--- config.mk ---
export PLATFORM = sky130hd
export DESIGN_NAME = instr_realigner_flat
export DESIGN_NICKNAME = d
export VERILOG_FILES = /design/src/rtl/instr_realigner_if.sv /design/src/rtl/instr_realigner.sv /design/src/flat_wrapper.sv
export SDC_FILE = /design/constraint.sdc
export NUM_CORES = 1
export LEC_CHECK = 0
export ABC_AREA = 1
export ABC_CLOCK_PERIOD_IN_PS = 2500
export CELL_PAD_IN_SITES_DETAIL_PLACEMENT = 0
export CELL_PAD_IN_SITES_GLOBAL_PLACEMENT = 1
export CORE_MARGIN = 2
export CORE_UTILIZATION = 34
export DETAILED_ROUTE_END_ITERATION = 10
export PLACE_DENSITY_LB_ADDON = 0.3
export SYNTH_ARGS = -nofsm -noshare
export SYNTH_HDL_FRONTEND = slang
export SYNTH_SLANG_ARGS = --single-unit
--- constraint.sdc ---
create_clock -name clk -period 2.5 [get_ports clk]
set_clock_uncertainty 0.2 [all_clocks]
set_input_delay 0.5 -clock clk [delete_from_list [all_inputs] [get_ports clk]]
set_output_delay 0.5 -clock clk [all_outputs]
set_load 0.02 [all_outputs]
--- src/rtl/instr_realigner_if.sv ---
// instr_realigner_if: fetch-side and instruction-side buses of the instruction
// realigner, plus the redirect (flush) request.
// Ports (signals): flush/flush_pc redirect, fetch_addr/fetch_ready/fetch_valid/
//   fetch_data to instruction memory, instr_valid/instr_ready/instr_out/instr_pc/
//   is_compressed towards the decompressor.
// Modports: master = realigner side, slave = environment (memory + decoder).
interface instr_realigner_if #(
  parameter int unsigned ADDR_WIDTH = 32
);
  logic                  flush;
  logic [ADDR_WIDTH-1:0] flush_pc;
  logic [ADDR_WIDTH-1:0] fetch_addr;
  logic                  fetch_ready;
  logic                  fetch_valid;
  logic [31:0]           fetch_data;
  logic                  instr_valid;
  logic                  instr_ready;
  logic [31:0]           instr_out;
  logic [ADDR_WIDTH-1:0] instr_pc;
  logic                  is_compressed;

  modport master (
    input  flush, flush_pc, fetch_valid, fetch_data, instr_ready,
    output fetch_addr, fetch_ready, instr_valid, instr_out, instr_pc, is_compressed
  );

  modport slave (
    output flush, flush_pc, fetch_valid, fetch_data, instr_ready,
    input  fetch_addr, fetch_ready, instr_valid, instr_out, instr_pc, is_compressed
  );
endinterface

--- src/rtl/instr_realigner.sv ---
// instr_realigner: turns word-aligned 32-bit fetch data into a stream of
// instructions (16-bit compressed or 32-bit) with their PCs, ahead of the decompressor.
// Ports: clk, reset (sync, active-high), bus (instr_realigner_if.master):
//   flush/flush_pc redirect, fetch_* word fetch handshake, instr_* instruction handshake.
// Latency: a word accepted at edge N is presented in cycle N+1; outputs depend only on
//   registered state plus the flush/reset/instr_ready inputs, never on fetch_data.
// Optional feature macro RVC_SUPPORT_EN: when defined, a 4-entry halfword FIFO handles
//   compressed and word-straddling instructions; when undefined, a single-word register
//   presents every fetched word as one 32-bit instruction.
module instr_realigner #(
  parameter int unsigned           ADDR_WIDTH = 32,
  parameter logic [ADDR_WIDTH-1:0] RESET_PC   = '0
) (
  input  logic              clk,
  input  logic              reset,
  instr_realigner_if.master bus
);

  localparam int unsigned AW = ADDR_WIDTH;
  // Word address the fetch unit restarts from after reset.
  localparam logic [AW-1:0] RESET_WORD = {RESET_PC[AW-1:2], 2'b00};

  logic [AW-1:0] fetch_addr_q, fetch_addr_d;
  logic [AW-1:0] instr_pc_q,   instr_pc_d;
  logic          fetch_hs;
  logic          instr_hs;

  assign fetch_hs       = bus.fetch_valid && bus.fetch_ready;
  assign instr_hs       = bus.instr_valid && bus.instr_ready;
  assign bus.fetch_addr = fetch_addr_q;
  assign bus.instr_pc   = instr_pc_q;

`ifdef RVC_SUPPORT_EN

  // Halfword FIFO: hw_q indexed by head_q, count_q holds 0..4 entries.
  logic [15:0] hw_q [4];
  logic [1:0]  head_q,     head_d;
  logic [2:0]  count_q,    count_d;
  // Set after a redirect to an odd-halfword target: the low half of the first
  // fetched word lies before the target and must not enter the FIFO.
  logic        skip_low_q, skip_low_d;

  logic [15:0] h0;
  logic [15:0] h1;
  logic        h0_comp;
  logic        have_instr;
  logic [1:0]  tail;
  logic [1:0]  push_n;
  logic [1:0]  pop_n;

  // flush_pc[0] is meaningless for halfword-aligned targets.
  logic unused_flush_lsb;
  assign unused_flush_lsb = bus.flush_pc[0];

  always_comb begin
    h0         = hw_q[head_q];
    h1         = hw_q[2'(head_q + 2'd1)];
    h0_comp    = (h0[1:0] != 2'b11);
    // A 32-bit instruction needs its upper half too; with one entry left the
    // instruction straddles into the word not yet fetched.
    have_instr = h0_comp ? (count_q != 3'd0) : (count_q >= 3'd2);
    // Accepts only happen with count <= 2, so the two slots past the tail are free
    // even before this cycle's pop is applied.
    tail       = 2'(head_q + count_q[1:0]);
  end

  assign bus.fetch_ready   = !reset && !bus.flush && (count_q <= 3'd2);
  assign bus.instr_valid   = !reset && !bus.flush && have_instr;
  assign bus.instr_out     = h0_comp ? {16'h0000, h0} : {h1, h0};
  assign bus.is_compressed = h0_comp;

  always_comb begin
    head_d       = head_q;
    count_d      = count_q;
    skip_low_d   = skip_low_q;
    fetch_addr_d = fetch_addr_q;
    instr_pc_d   = instr_pc_q;
    push_n       = 2'd0;
    pop_n        = 2'd0;

    if (instr_hs) begin
      pop_n      = h0_comp ? 2'd1 : 2'd2;
      instr_pc_d = instr_pc_q + (h0_comp ? AW'(2) : AW'(4));
    end
    if (fetch_hs) begin
      push_n       = skip_low_q ? 2'd1 : 2'd2;
      skip_low_d   = 1'b0;
      fetch_addr_d = fetch_addr_q + AW'(4);
    end
    head_d  = 2'(head_q + pop_n);
    count_d = count_q + {1'b0, push_n} - {1'b0, pop_n};

    // Redirect: drop everything buffered and restart at the target.
    if (bus.flush) begin
      head_d       = 2'd0;
      count_d      = 3'd0;
      skip_low_d   = bus.flush_pc[1];
      instr_pc_d   = {bus.flush_pc[AW-1:1], 1'b0};
      fetch_addr_d = {bus.flush_pc[AW-1:2], 2'b00};
    end
  end

  always_ff @(posedge clk) begin
    if (reset) begin
      head_q       <= 2'd0;
      count_q      <= 3'd0;
      skip_low_q   <= RESET_PC[1];
      instr_pc_q   <= RESET_PC;
      fetch_addr_q <= RESET_WORD;
    end else begin
      head_q       <= head_d;
      count_q      <= count_d;
      skip_low_q   <= skip_low_d;
      instr_pc_q   <= instr_pc_d;
      fetch_addr_q <= fetch_addr_d;
    end
  end

  // Storage needs no reset: count_q decides which entries are meaningful.
  // fetch_ready is low during reset and flush, so fetch_hs never fires then.
  always_ff @(posedge clk) begin
    if (fetch_hs) begin
      if (skip_low_q) begin
        hw_q[tail] <= bus.fetch_data[31:16];
      end else begin
        hw_q[tail]                <= bus.fetch_data[15:0];
        hw_q[2'(tail + 2'd1)]     <= bus.fetch_data[31:16];
      end
    end
  end

`else

  // Single-word holding register: every fetched word is one 32-bit instruction.
  logic [31:0] word_q,       word_d;
  logic        word_valid_q, word_valid_d;

  // Without compressed support every target is treated as word aligned.
  logic unused_flush_lsbs;
  assign unused_flush_lsbs = ^bus.flush_pc[1:0];

  // The register can take a new word when empty or when it drains this cycle.
  assign bus.fetch_ready   = !reset && (!word_valid_q || bus.instr_ready);
  assign bus.instr_valid   = !reset && !bus.flush && word_valid_q;
  assign bus.instr_out     = word_q;
  assign bus.is_compressed = 1'b0;

  always_comb begin
    word_d       = word_q;
    word_valid_d = word_valid_q;
    fetch_addr_d = fetch_addr_q;
    instr_pc_d   = instr_pc_q;

    if (bus.flush) begin
      // A word handed over in the flush cycle belongs to the old path: dropped.
      word_valid_d = 1'b0;
      instr_pc_d   = {bus.flush_pc[AW-1:2], 2'b00};
      fetch_addr_d = {bus.flush_pc[AW-1:2], 2'b00};
    end else begin
      if (instr_hs) begin
        word_valid_d = 1'b0;
        instr_pc_d   = instr_pc_q + AW'(4);
      end
      if (fetch_hs) begin
        word_d       = bus.fetch_data;
        word_valid_d = 1'b1;
        fetch_addr_d = fetch_addr_q + AW'(4);
      end
    end
  end

  always_ff @(posedge clk) begin
    if (reset) begin
      word_q       <= 32'h0;
      word_valid_q <= 1'b0;
      instr_pc_q   <= RESET_WORD;
      fetch_addr_q <= RESET_WORD;
    end else begin
      word_q       <= word_d;
      word_valid_q <= word_valid_d;
      instr_pc_q   <= instr_pc_d;
      fetch_addr_q <= fetch_addr_d;
    end
  end

`endif

endmodule

--- src/flat_wrapper.sv ---
// flat-port wrapper written by rule: the top's interface ports become plain ports
module instr_realigner_flat 
#(
  parameter int unsigned           ADDR_WIDTH = 32,
  parameter logic [ADDR_WIDTH-1:0] RESET_PC   = '0
)
  (clk, reset, bus_flush, bus_flush_pc, bus_fetch_valid, bus_fetch_data, bus_instr_ready, bus_fetch_addr, bus_fetch_ready, bus_instr_valid, bus_instr_out, bus_instr_pc, bus_is_compressed);
  instr_realigner_if #(.ADDR_WIDTH(ADDR_WIDTH)) bus_i ();
  input  logic clk;
  input  logic reset;
  input wire logic [$bits(bus_i.flush)-1:0] bus_flush;
  input wire logic [$bits(bus_i.flush_pc)-1:0] bus_flush_pc;
  input wire logic [$bits(bus_i.fetch_valid)-1:0] bus_fetch_valid;
  input wire logic [$bits(bus_i.fetch_data)-1:0] bus_fetch_data;
  input wire logic [$bits(bus_i.instr_ready)-1:0] bus_instr_ready;
  output wire logic [$bits(bus_i.fetch_addr)-1:0] bus_fetch_addr;
  output wire logic [$bits(bus_i.fetch_ready)-1:0] bus_fetch_ready;
  output wire logic [$bits(bus_i.instr_valid)-1:0] bus_instr_valid;
  output wire logic [$bits(bus_i.instr_out)-1:0] bus_instr_out;
  output wire logic [$bits(bus_i.instr_pc)-1:0] bus_instr_pc;
  output wire logic [$bits(bus_i.is_compressed)-1:0] bus_is_compressed;
  assign bus_i.flush = bus_flush;
  assign bus_i.flush_pc = bus_flush_pc;
  assign bus_i.fetch_valid = bus_fetch_valid;
  assign bus_i.fetch_data = bus_fetch_data;
  assign bus_i.instr_ready = bus_instr_ready;
  assign bus_fetch_addr = bus_i.fetch_addr;
  assign bus_fetch_ready = bus_i.fetch_ready;
  assign bus_instr_valid = bus_i.instr_valid;
  assign bus_instr_out = bus_i.instr_out;
  assign bus_instr_pc = bus_i.instr_pc;
  assign bus_is_compressed = bus_i.is_compressed;
  instr_realigner #(.ADDR_WIDTH(ADDR_WIDTH), .RESET_PC(RESET_PC)) u_core (.clk(clk), .reset(reset), .bus(bus_i));
endmodule
==> run_results.csv, run 1 <==
group,metric,value,unit
layout,multi_input_area,3080,sq um
sta,max-slew-margin-rel,49.8,%
grt,grt_start_max_net_pins,66,
sta,tightest_slew,0.754,ns
floorplan,die_x,131,um
layout,fillers,1730,
critical_path,crit_top_cell,"clkdlybuf4s50_1",
floorplan,io-pin-count,168,
sta,hold_viol,0,
pwr,internal_power,2690,uW
run,maxCapViolations,0,
route,wire_per_inst,15.1,um
layout,final_common_cell,"nand2_1",
critical_path,path_delay_family,"buffers and inverters",
logic_synthesis,synth_ff_type,"dfxtp_1",
logic_synthesis,synthCells,892,
layout,drive_gt1_share,6.29,%
critical_path,critPathRequiredTime,1.80,ns
cts,cts_tree,"yes",
logic_synthesis,synthArstFlopShare,0,%
layout,final_cell_mix,"nand2_1, clkdlybuf4s50_1, a21oi_1, dfxtp_1, nor2_1",
layout,ff_latch_area,1860,sq um
layout,antenna_cells,0,
route,ant_nets,0,
route,drt_wl_total,19100,um
critical_path,cp_num_buf_inv,2,
critical_path,worst_ep_arrival_time,1.75,ns
place,place_ws,0.0384,ns
pwr,vdd_drop_max,0.000320,V
cts,cts_resized,0,
logic_synthesis,ys_ff_latch,93,
layout,utilization,48.1,%
critical_path,cp_max_fo,2,
grt,grt_pass1_wl,29000,um
sta,fin_crit_sh,98.2,%
sta,fin_tns_setup,0,ns
cts,cts.sink_count,93,
floorplan,fp.dieH,131,um
route,vias,6004,
cts,cts_setup_buffers,0,
hold_path,hold_class,"reg -> reg",
sta,rsz0062_at_grt,"false",
sta,max_freq,407,MHz
layout,syn_to_final_growth,39.1,%
logic_synthesis,syn_area_per_cell,6.12,sq um
floorplan,dieArea,17100,sq um
critical_path,max_stage_delay,0.62,ns
critical_path,slowest_stage,"clkdlybuf4s50_1",
place,place_congestion,0.849,
route,firstDrtPassIters,5,
cts,path_clk_slew,0.08,ns
critical_path,end_kind,"primary output",
logic_synthesis,synth_warnings,0,
floorplan,core_area,15800,sq um
pwr,powerDensity,509,nW/um^2
floorplan,start_util,34.6,%
logic_synthesis,synth_edf_count,0,
pwr,p_leak,0.00278,uW
cts,cts_hold_buf,0,
route,drt_iter0_markers,439,
critical_path,path_cells,"clkdlybuf4s50_1 -> nor2_2 -> nor2_4 -> clkdlybuf4s50_1",
pwr,p_sw,1180,uW
grt,overflow,0,
place,io_buffers,160,
grt,antenna_found_initial,0,
grt,grt_pass1_vias,5296,
run_status,status,"completed",
logic_synthesis,synth.distinct_cells,32,
cts,root_buffer,"clkbuf_16",
critical_path,crit_type,"in -> out",
sta,setup_ws,0.0457,ns
cts,cts_made_buffers,9,
pwr,swShare,30.4,%
grt,track_usage,22.2,%
route,viasPerCell,4.75,
sta,setup_violations,0,
logic_synthesis,synthesis.area,5460,sq um
sta,drv_slew,0,
place,dp_hpwl,14300,um
sta,fin_crit,2.45,ns
floorplan,fp-row-count,46,
cts,clk_latency,0.36,ns
pwr,p_seq_share,42.9,%
cts,ctsLongestPathBuffers,2,
pwr,clkPwrFrac,38.6,%
pwr,p_comb_share,18.5,%
layout,final_nets,1115,
logic_synthesis,yosysSeqAreaShare,34.1,%
cts,htreeDepth,3,
route,drc,0,
critical_path,cp-start-kind,"primary input",
## registers in the layout (all words and copies together) (netlist names)
register / cells
u_core.bus.fetch_addr: 30
u_core.bus.instr_out: 32
u_core.bus.instr_pc: 30
u_core.word_valid_q: 1
## layer usage
| layer | track usage (%) | routed length [um] | vias to the layer above |
|---|---|---|---|
| met4 | 5.82 | 250 | 0 |
| met1 | 31.6 | 8980 | 2711 |
| li1 | - | - | 3136 |
| met2 | 35.3 | 9020 | 141 |
| met5 | 0 | 0 | - |
| met3 | 3.05 | 883 | 16 |
## power by group through the flow
stage	clock network (uW)	logic [uW]	registers [uW]
detailed placement	0	713	1690
global route	1590	778	1680
global placement	0	711	1690
floorplan	0	276	1760
CTS	1520	718	1660
finish	1490	714	1660
## metrics by stage
step	hold WS (ns)	instance area [sq um]	cells	total power, uW
CTS	0.264	7590	1265	3900
detailed placement	0.255	7280	1249	2410
global route	0.281	7590	1265	4040
floorplan	0.341	5470	896	2030
finish	0.266	7590	1265	3860
global placement	0.251	7280	1249	2410
## tightest hold or removal path: cells and delay by family, from the launching register on
kind | cells | cell delay [ns]
flip-flops | 1 | 0.31
AND/OR/NAND/NOR | 1 | 0.06
AO/OA/AOI/OAI | 1 | 0.05
## final cells by class
cell class	count	share of cell area [%]
sequential	93	24.5
clock buffer	9	2.97
multi-input combinational	679	40.6
tap	216	3.56
timing repair buffer	175	23.0
clock inverter	7	1.14
inverter	86	4.25
## logic make-up (layout without fill, tap and decap cells)
| logic type | Yosys count | after routing | synth area share, % |
|---|---|---|---|
| XOR/XNOR | 9 | 9 | 1.45 |
| other | 1 | 5 | 0.0687 |
| flip-flops | 93 | 93 | 34.1 |
| buffers and inverters | 124 | 277 | 9.70 |
| AO/OA/AOI/OAI | 173 | 173 | 16.4 |
| AND/OR/NAND/NOR | 490 | 490 | 37.8 |
| adder cells (fa/ha/maj) | 2 | 2 | 0.459 |
## cell usage after synthesis (2+ instances only)
| master | number | area, sq um |
|---|---|---|
| nand2_1 | 314 | 1180 |
| a21oi_1 | 100 | 500 |
| dfxtp_1 | 93 | 1860 |
| nor2_1 | 88 | 330 |
| inv_1 | 82 | 308 |
| nand3_1 | 49 | 245 |
| o21ai_0 | 38 | 190 |
| o21ai_1 | 19 | 95.1 |
| buf_2 | 12 | 60.1 |
| clkbuf_1 | 12 | 45.0 |
| nor2_2 | 10 | 62.6 |
| a31oi_1 | 9 | 56.3 |
| buf_4 | 9 | 67.6 |
| xor2_1 | 9 | 78.8 |
| nor2_4 | 7 | 78.8 |
| nand2_2 | 5 | 31.3 |
| nand3b_1 | 5 | 37.5 |
| inv_2 | 4 | 15.0 |
| nand3_2 | 4 | 40.0 |
| buf_1 | 3 | 11.3 |
| nand4_1 | 3 | 18.8 |
| o211ai_1 | 3 | 22.5 |
| buf_6 | 2 | 22.5 |
| ha_1 | 2 | 25.0 |
| o22ai_1 | 2 | 12.5 |
| or2_2 | 2 | 12.5 |
## worst paths after layout
path / from / endpoint / slack (ns) / cells after the start
min: u_core.bus.instr_out[31] / u_core.bus.instr_out[31] / 0.27 / 2
min reg2reg: u_core.bus.instr_out[31] / u_core.bus.instr_out[31] / 0.27 / 2
max: bus_instr_ready / bus_fetch_ready / 0.05 / 4
max reg2reg: u_core.bus.fetch_addr[3] / u_core.bus.fetch_addr[22] / 0.55 / 7
(Power assumes the default switching activity.)
==> inputs of run 2 (changes only) <==
--- a/config.mk
+++ b/config.mk
@@ -9,6 +9,7 @@
 export ABC_CLOCK_PERIOD_IN_PS = 2500
 export CELL_PAD_IN_SITES_DETAIL_PLACEMENT = 0
 export CELL_PAD_IN_SITES_GLOBAL_PLACEMENT = 1
+export CORE_ASPECT_RATIO = 1.1
 export CORE_MARGIN = 2
 export CORE_UTILIZATION = 34
 export DETAILED_ROUTE_END_ITERATION = 10
==> run 2 against run 1 <==
Net effect: die area is essentially flat; register-to-register slack got worse by 0.06 ns; cell count shrank 1.3%; via count rose by 1.2%; combinational power down 0.8%; sequential share of layout area grew 0.17 points; routed wire length down 0.62%; maximum frequency is 0.42% higher; non-clock buffer count did not move; global-route usage decreased by 0.35 points; core utilization about the same; highest routed layer unchanged.
==> run_results.csv, run 2 (synthesized netlist as in run 1, its figures left out) <==
group,metric,value,unit
grt,overflow,0,
critical_path,cp_max_fo,2,
floorplan,core_area,15700,sq um
cts,cts.sink_count,93,
critical_path,max_stage_delay,0.61,ns
grt,met1_usage,28.6,%
sta,setup_violations,0,
critical_path,r2r_start,"u_core.bus.fetch_addr[3]",
route,drc,0,
critical_path,r2r_cells,7,
pwr,powerDensity,505,nW/um^2
cts,cts_resized,0,
pwr,finalPower,3810,uW
grt,grt_pass1_vias,5522,
pwr,p_leak,0.00277,uW
grt,grt_util_met2,36.4,%
run,maxCapViolations,0,
cts,cts_made_buffers,9,
sta,rsz0062_at_grt,"false",
floorplan,fp-row-count,48,
sta,drv_slew,0,
critical_path,crit_top_cell,"clkdlybuf4s50_1",
sta,max-slew-margin-rel,53.6,%
floorplan,io-pin-count,168,
grt,track_usage,21.8,%
cts,cts_tree,"yes",
critical_path,cp-start-kind,"primary input",
sta,hold_viol,0,
pwr,vdd_drop_max,0.000279,V
route,firstDrtPassIters,4,
pwr,p_comb_share,18.6,%
route,ant_nets,0,
place,dp_cells,1233,
critical_path,path_delay_family,"buffers and inverters",
grt,top_usage_layer,"met2",
place,place_ws,0.0487,ns
layout,utilization,48.1,%
sta,max_freq,409,MHz
grt,antenna_found_initial,0,
critical_path,end_kind,"primary output",
cts,path_clk_slew,0.08,ns
hold_path,hold_depth,2,
sta,tightest_slew,0.697,ns
place,dp_hpwl,14400,um
cts,cts_hold_buf,0,
cts,clk_latency,0.36,ns
pwr,swShare,31.7,%
cts,cts_setup_buffers,0,
floorplan,die_x,125,um
run_status,status,"completed",
critical_path,rrSetupSlack,0.49,ns
sta,fin_crit,2.44,ns
route,vias,6077,
critical_path,crit_type,"in -> out",
pwr,internal_power,2600,uW
pwr,p_seq_share,43.6,%
layout,syn_to_final_growth,38.1,%
grt,grt_pass1_wl,29300,um
sta,fin_tns_setup,0,ns
layout,final_common_cell,"nand2_1",
floorplan,start_util,34.8,%
cts,root_buffer,"clkbuf_16",
floorplan,fp.dieH,137,um
layout,fin_cells,1249,
layout,antenna_cells,0,
route,drt_iter0_markers,344,
critical_path,critPathRequiredTime,1.80,ns
critical_path,rr_endpoint,"u_core.bus.fetch_addr[22]",
critical_path,path_cells,"clkdlybuf4s50_1 -> nor2_2 -> nor2_4 -> clkdlybuf4s50_1",
sta,fin_crit_sh,97.8,%
pwr,p_sw,1210,uW
grt,grt_start_max_net_pins,63,
route,drt_wl_total,19000,um
critical_path,slowest_stage,"clkdlybuf4s50_1",
pwr,clkPwrFrac,37.8,%
layout,largest_reg_flops,32,
route,viasPerCell,4.87,
hold_path,hold_class,"in -> reg",
grt,use_met3,2.93,%
hold_path,min_from,"reset",
hold_path,whs_endpoint,"u_core.bus.instr_pc[17]",
cts,ctsLongestPathBuffers,2,
critical_path,cp_num_buf_inv,2,
sta,setup_ws,0.0559,ns
layout,final_cell_mix,"nand2_1, clkdlybuf4s50_1, a21oi_1, dfxtp_1, nor2_1",
layout,drive_gt1_share,6.29,%
place,place_congestion,0.900,
cts,htreeDepth,3,
route,wire_per_inst,15.2,um
place,io_buffers,160,
layout,final_nets,1115,
critical_path,worst_ep_arrival_time,1.74,ns
floorplan,dieArea,17100,sq um
## run 2: worst max-delay path by stage
stage,end,slack [ns],startpoint,depth (start not counted)
2_1_floorplan,u_core.bus.fetch_addr[22],0.67,u_core.bus.fetch_addr[2],8
3_3_place_gp,bus_fetch_ready,0.05,bus_instr_ready,4
3_5_place_dp,bus_fetch_ready,0.05,bus_instr_ready,4
4_1_cts,bus_fetch_ready,0.05,bus_instr_ready,4
5_1_grt,bus_fetch_ready,0.02,bus_instr_ready,4
6_report,bus_fetch_ready,0.06,bus_instr_ready,4
## run 2: layout make-up
type | instances | area, sq um
clock buffer | 9 | 225
clock inverter | 7 | 80.1
fill | 1685 | 8140
inverter | 86 | 323
multi-input combinational | 679 | 3080
sequential | 93 | 1860
tap | 200 | 250
timing repair buffer | 175 | 1720
## run 2: per-stage QoR
stage               cell area (sq um)  hold WS [ns]
CTS                              7540         0.247
detailed placement               7230         0.255
global route                     7540         0.271
global placement                 7230         0.251
finish                           7540         0.253
floorplan                        5470         0.341
## run 2: power groups by stage
stage               clock, uW  sequential [uW]  combinational (uW)
finish                   1440             1660                 708
global route             1540             1680                 769
CTS                      1470             1660                 712
detailed placement          0             1690                 709
global placement            0             1690                 704
floorplan                   0             1760                 276
## run 2: metal layers
metal  vias up  routed length (um)
li1       3140                   -
met1      2758                8580
met2       148                9110
met3        31                 842
met4         0                 486
met5         -                   0
==> inputs of run 3 (changes only) <==
--- a/config.mk
+++ b/config.mk
@@ -14,6 +14,7 @@
 export CORE_UTILIZATION = 34
 export DETAILED_ROUTE_END_ITERATION = 10
 export PLACE_DENSITY_LB_ADDON = 0.3
+export SETUP_SLACK_MARGIN = 0.15
 export SYNTH_ARGS = -nofsm -noshare
 export SYNTH_HDL_FRONTEND = slang
 export SYNTH_SLANG_ARGS = --single-unit
==> run 3 against run 2 <==
Net effect: sequential share of layout area barely moved; non-clock buffer count unchanged; critical path depth fell by 3; routed wire length unchanged; total power about the same; die area did not move; cell area is essentially flat; global-route usage unchanged; critical endpoint is now bus_fetch_addr[4]; largest power group unchanged.
==> run_results.csv, run 3 (synthesized netlist as in run 1, its figures left out) <==
group,metric,value,unit
cts,cts.sink_count,93,
sta,hold_viol,0,
floorplan,core_area,15700,sq um
layout,final_common_cell,"nand2_1",
route,drt_iter0_markers,344,
sta,fin_tns_setup,0,ns
route,drt_wl_total,19000,um
pwr,powerDensity,505,nW/um^2
cts,cts_tree,"yes",
sta,rsz0062_at_grt,"false",
critical_path,startpoint,"u_core.bus.fetch_addr[4]",
cts,root_buffer,"clkbuf_16",
floorplan,fp.dieH,137,um
layout,antenna_cells,0,
critical_path,path_cells,"clkdlybuf4s50_1",
layout,multi_input_area,3080,sq um
route,wire_per_inst,15.2,um
grt,grt_pass1_vias,5522,
run_status,status,"completed",
sta,tightest_slew,0.697,ns
route,firstDrtPassIters,4,
sta,fin_crit_sh,90.4,%
floorplan,start_util,34.8,%
critical_path,crit_type,"reg -> out",
layout,final_cell_mix,"nand2_1, clkdlybuf4s50_1, a21oi_1, dfxtp_1, nor2_1",
critical_path,rrSetupSlack,0.49,ns
sta,max-slew-margin-rel,53.6,%
pwr,vdd_drop_max,0.000279,V
grt,track_usage,21.8,%
floorplan,io-pin-count,168,
critical_path,path_delay_family,"buffers and inverters",
run,maxCapViolations,0,
grt,overflow,0,
cts,cts_setup_buffers,0,
layout,utilization,48.1,%
hold_path,hold_class,"in -> reg",
cts,clk_latency,0.36,ns
hold_path,min_from,"reset",
cts,cts_made_buffers,9,
critical_path,cp_num_buf_inv,1,
route,drc,0,
critical_path,slowest_stage,"clkdlybuf4s50_1",
layout,syn_to_final_growth,38.1,%
critical_path,end_kind,"primary output",
critical_path,rr_endpoint,"u_core.bus.fetch_addr[22]",
pwr,p_leak,0.00277,uW
cts,ctsLongestPathBuffers,2,
grt,grt_start_max_net_pins,63,
critical_path,cp-start-kind,"flip-flop",
cts,cts_hold_buf,0,
layout,drive_gt1_share,6.29,%
hold_path,whs_endpoint,"u_core.bus.instr_pc[17]",
sta,setup_violations,0,
critical_path,max_stage_delay,0.67,ns
place,io_buffers,160,
grt,grt_pass1_wl,29300,um
cts,path_clk_slew,0.08,ns
hold_path,hold_depth,2,
critical_path,r2r_start,"u_core.bus.fetch_addr[3]",
floorplan,die_x,125,um
route,vias,6077,
place,place_congestion,0.900,
layout,largest_reg_flops,32,
critical_path,worst_ep_arrival_time,1.56,ns
layout,final_nets,1115,
layout,fillers,1686,
grt,antenna_found_initial,0,
cts,htreeDepth,3,
route,viasPerCell,4.87,
critical_path,r2r_cells,7,
sta,max_freq,443,MHz
place,dp_hpwl,14400,um
floorplan,fp-row-count,48,
floorplan,dieArea,17100,sq um
sta,drv_slew,0,
critical_path,critPathRequiredTime,1.80,ns
critical_path,cp_max_fo,8,
layout,ff_latch_area,1860,sq um
route,ant_nets,0,
sta,fin_crit,2.26,ns
-- run 3: routing by layer --
layer / up-vias / global-route usage [%] / share of wire (%) / wire length, um
li1: 3140 / - / - / -
met1: 2758 / 28.6 / 45 / 8580
met2: 148 / 36.4 / 48 / 9110
met3: 31 / 2.93 / 4.4 / 842
met4: 0 / 8.80 / 2.6 / 486
met5: - / 0 / 0 / 0
-- run 3: layout make-up --
cell class / instances / area share, %
flip-flops and latches: 93 / 24.7
repair buffers: 175 / 22.8
inverters: 86 / 4.28
clock buffers: 9 / 2.99
clock inverters: 7 / 1.06
well taps: 200 / 3.32
multi-input cells: 679 / 40.9
-- run 3: worst register-to-register path: stages, from the launching register on --
cell     delay [ns]
dfxtp_1        0.45
ha_1           0.35
nand2_2        0.12
nor2_4         0.20
nand3_1        0.20
o21ai_0        0.22
nand3_1        0.09
a21oi_1        0.12
-- run 3: how the worst max path moves through the flow --
stage,to,slack (ns),depth (start not counted)
final,bus_fetch_addr[4],0.24,1
after CTS,bus_fetch_addr[4],0.24,1
after floorplan,u_core.bus.fetch_addr[22],0.67,8
after global placement,bus_fetch_ready,0.05,4
after global routing,bus_fetch_addr[4],0.19,1
after detailed placement,bus_fetch_ready,0.05,4
-- run 3: power by group --
| group | total [uW] | internal, uW | switching [uW] |
|---|---|---|---|
| Clock | 1440 | 713 | 726 |
| Sequential | 1660 | 1560 | 101 |
| Combinational | 707 | 327 | 380 |
| Total | 3810 | 2600 | 1210 |
-- run 3: repair_timing --
item,CTS,global route
gates resized for setup,1,0
setup endpoints to repair,1,0
hold endpoints to repair,0,0
-- run 3: through the flow --
step	worst slack [ns]	total power (uW)	instances	instance area, sq um	hold slack (ns)
after floorplan	0.671	2030	896	5470	0.341
after global placement	0.0505	2400	1233	7230	0.251
after detailed placement	0.0487	2400	1233	7230	0.255
after CTS	0.237	3850	1249	7530	0.247
after global routing	0.195	3980	1249	7530	0.271
final	0.241	3810	1249	7530	0.253
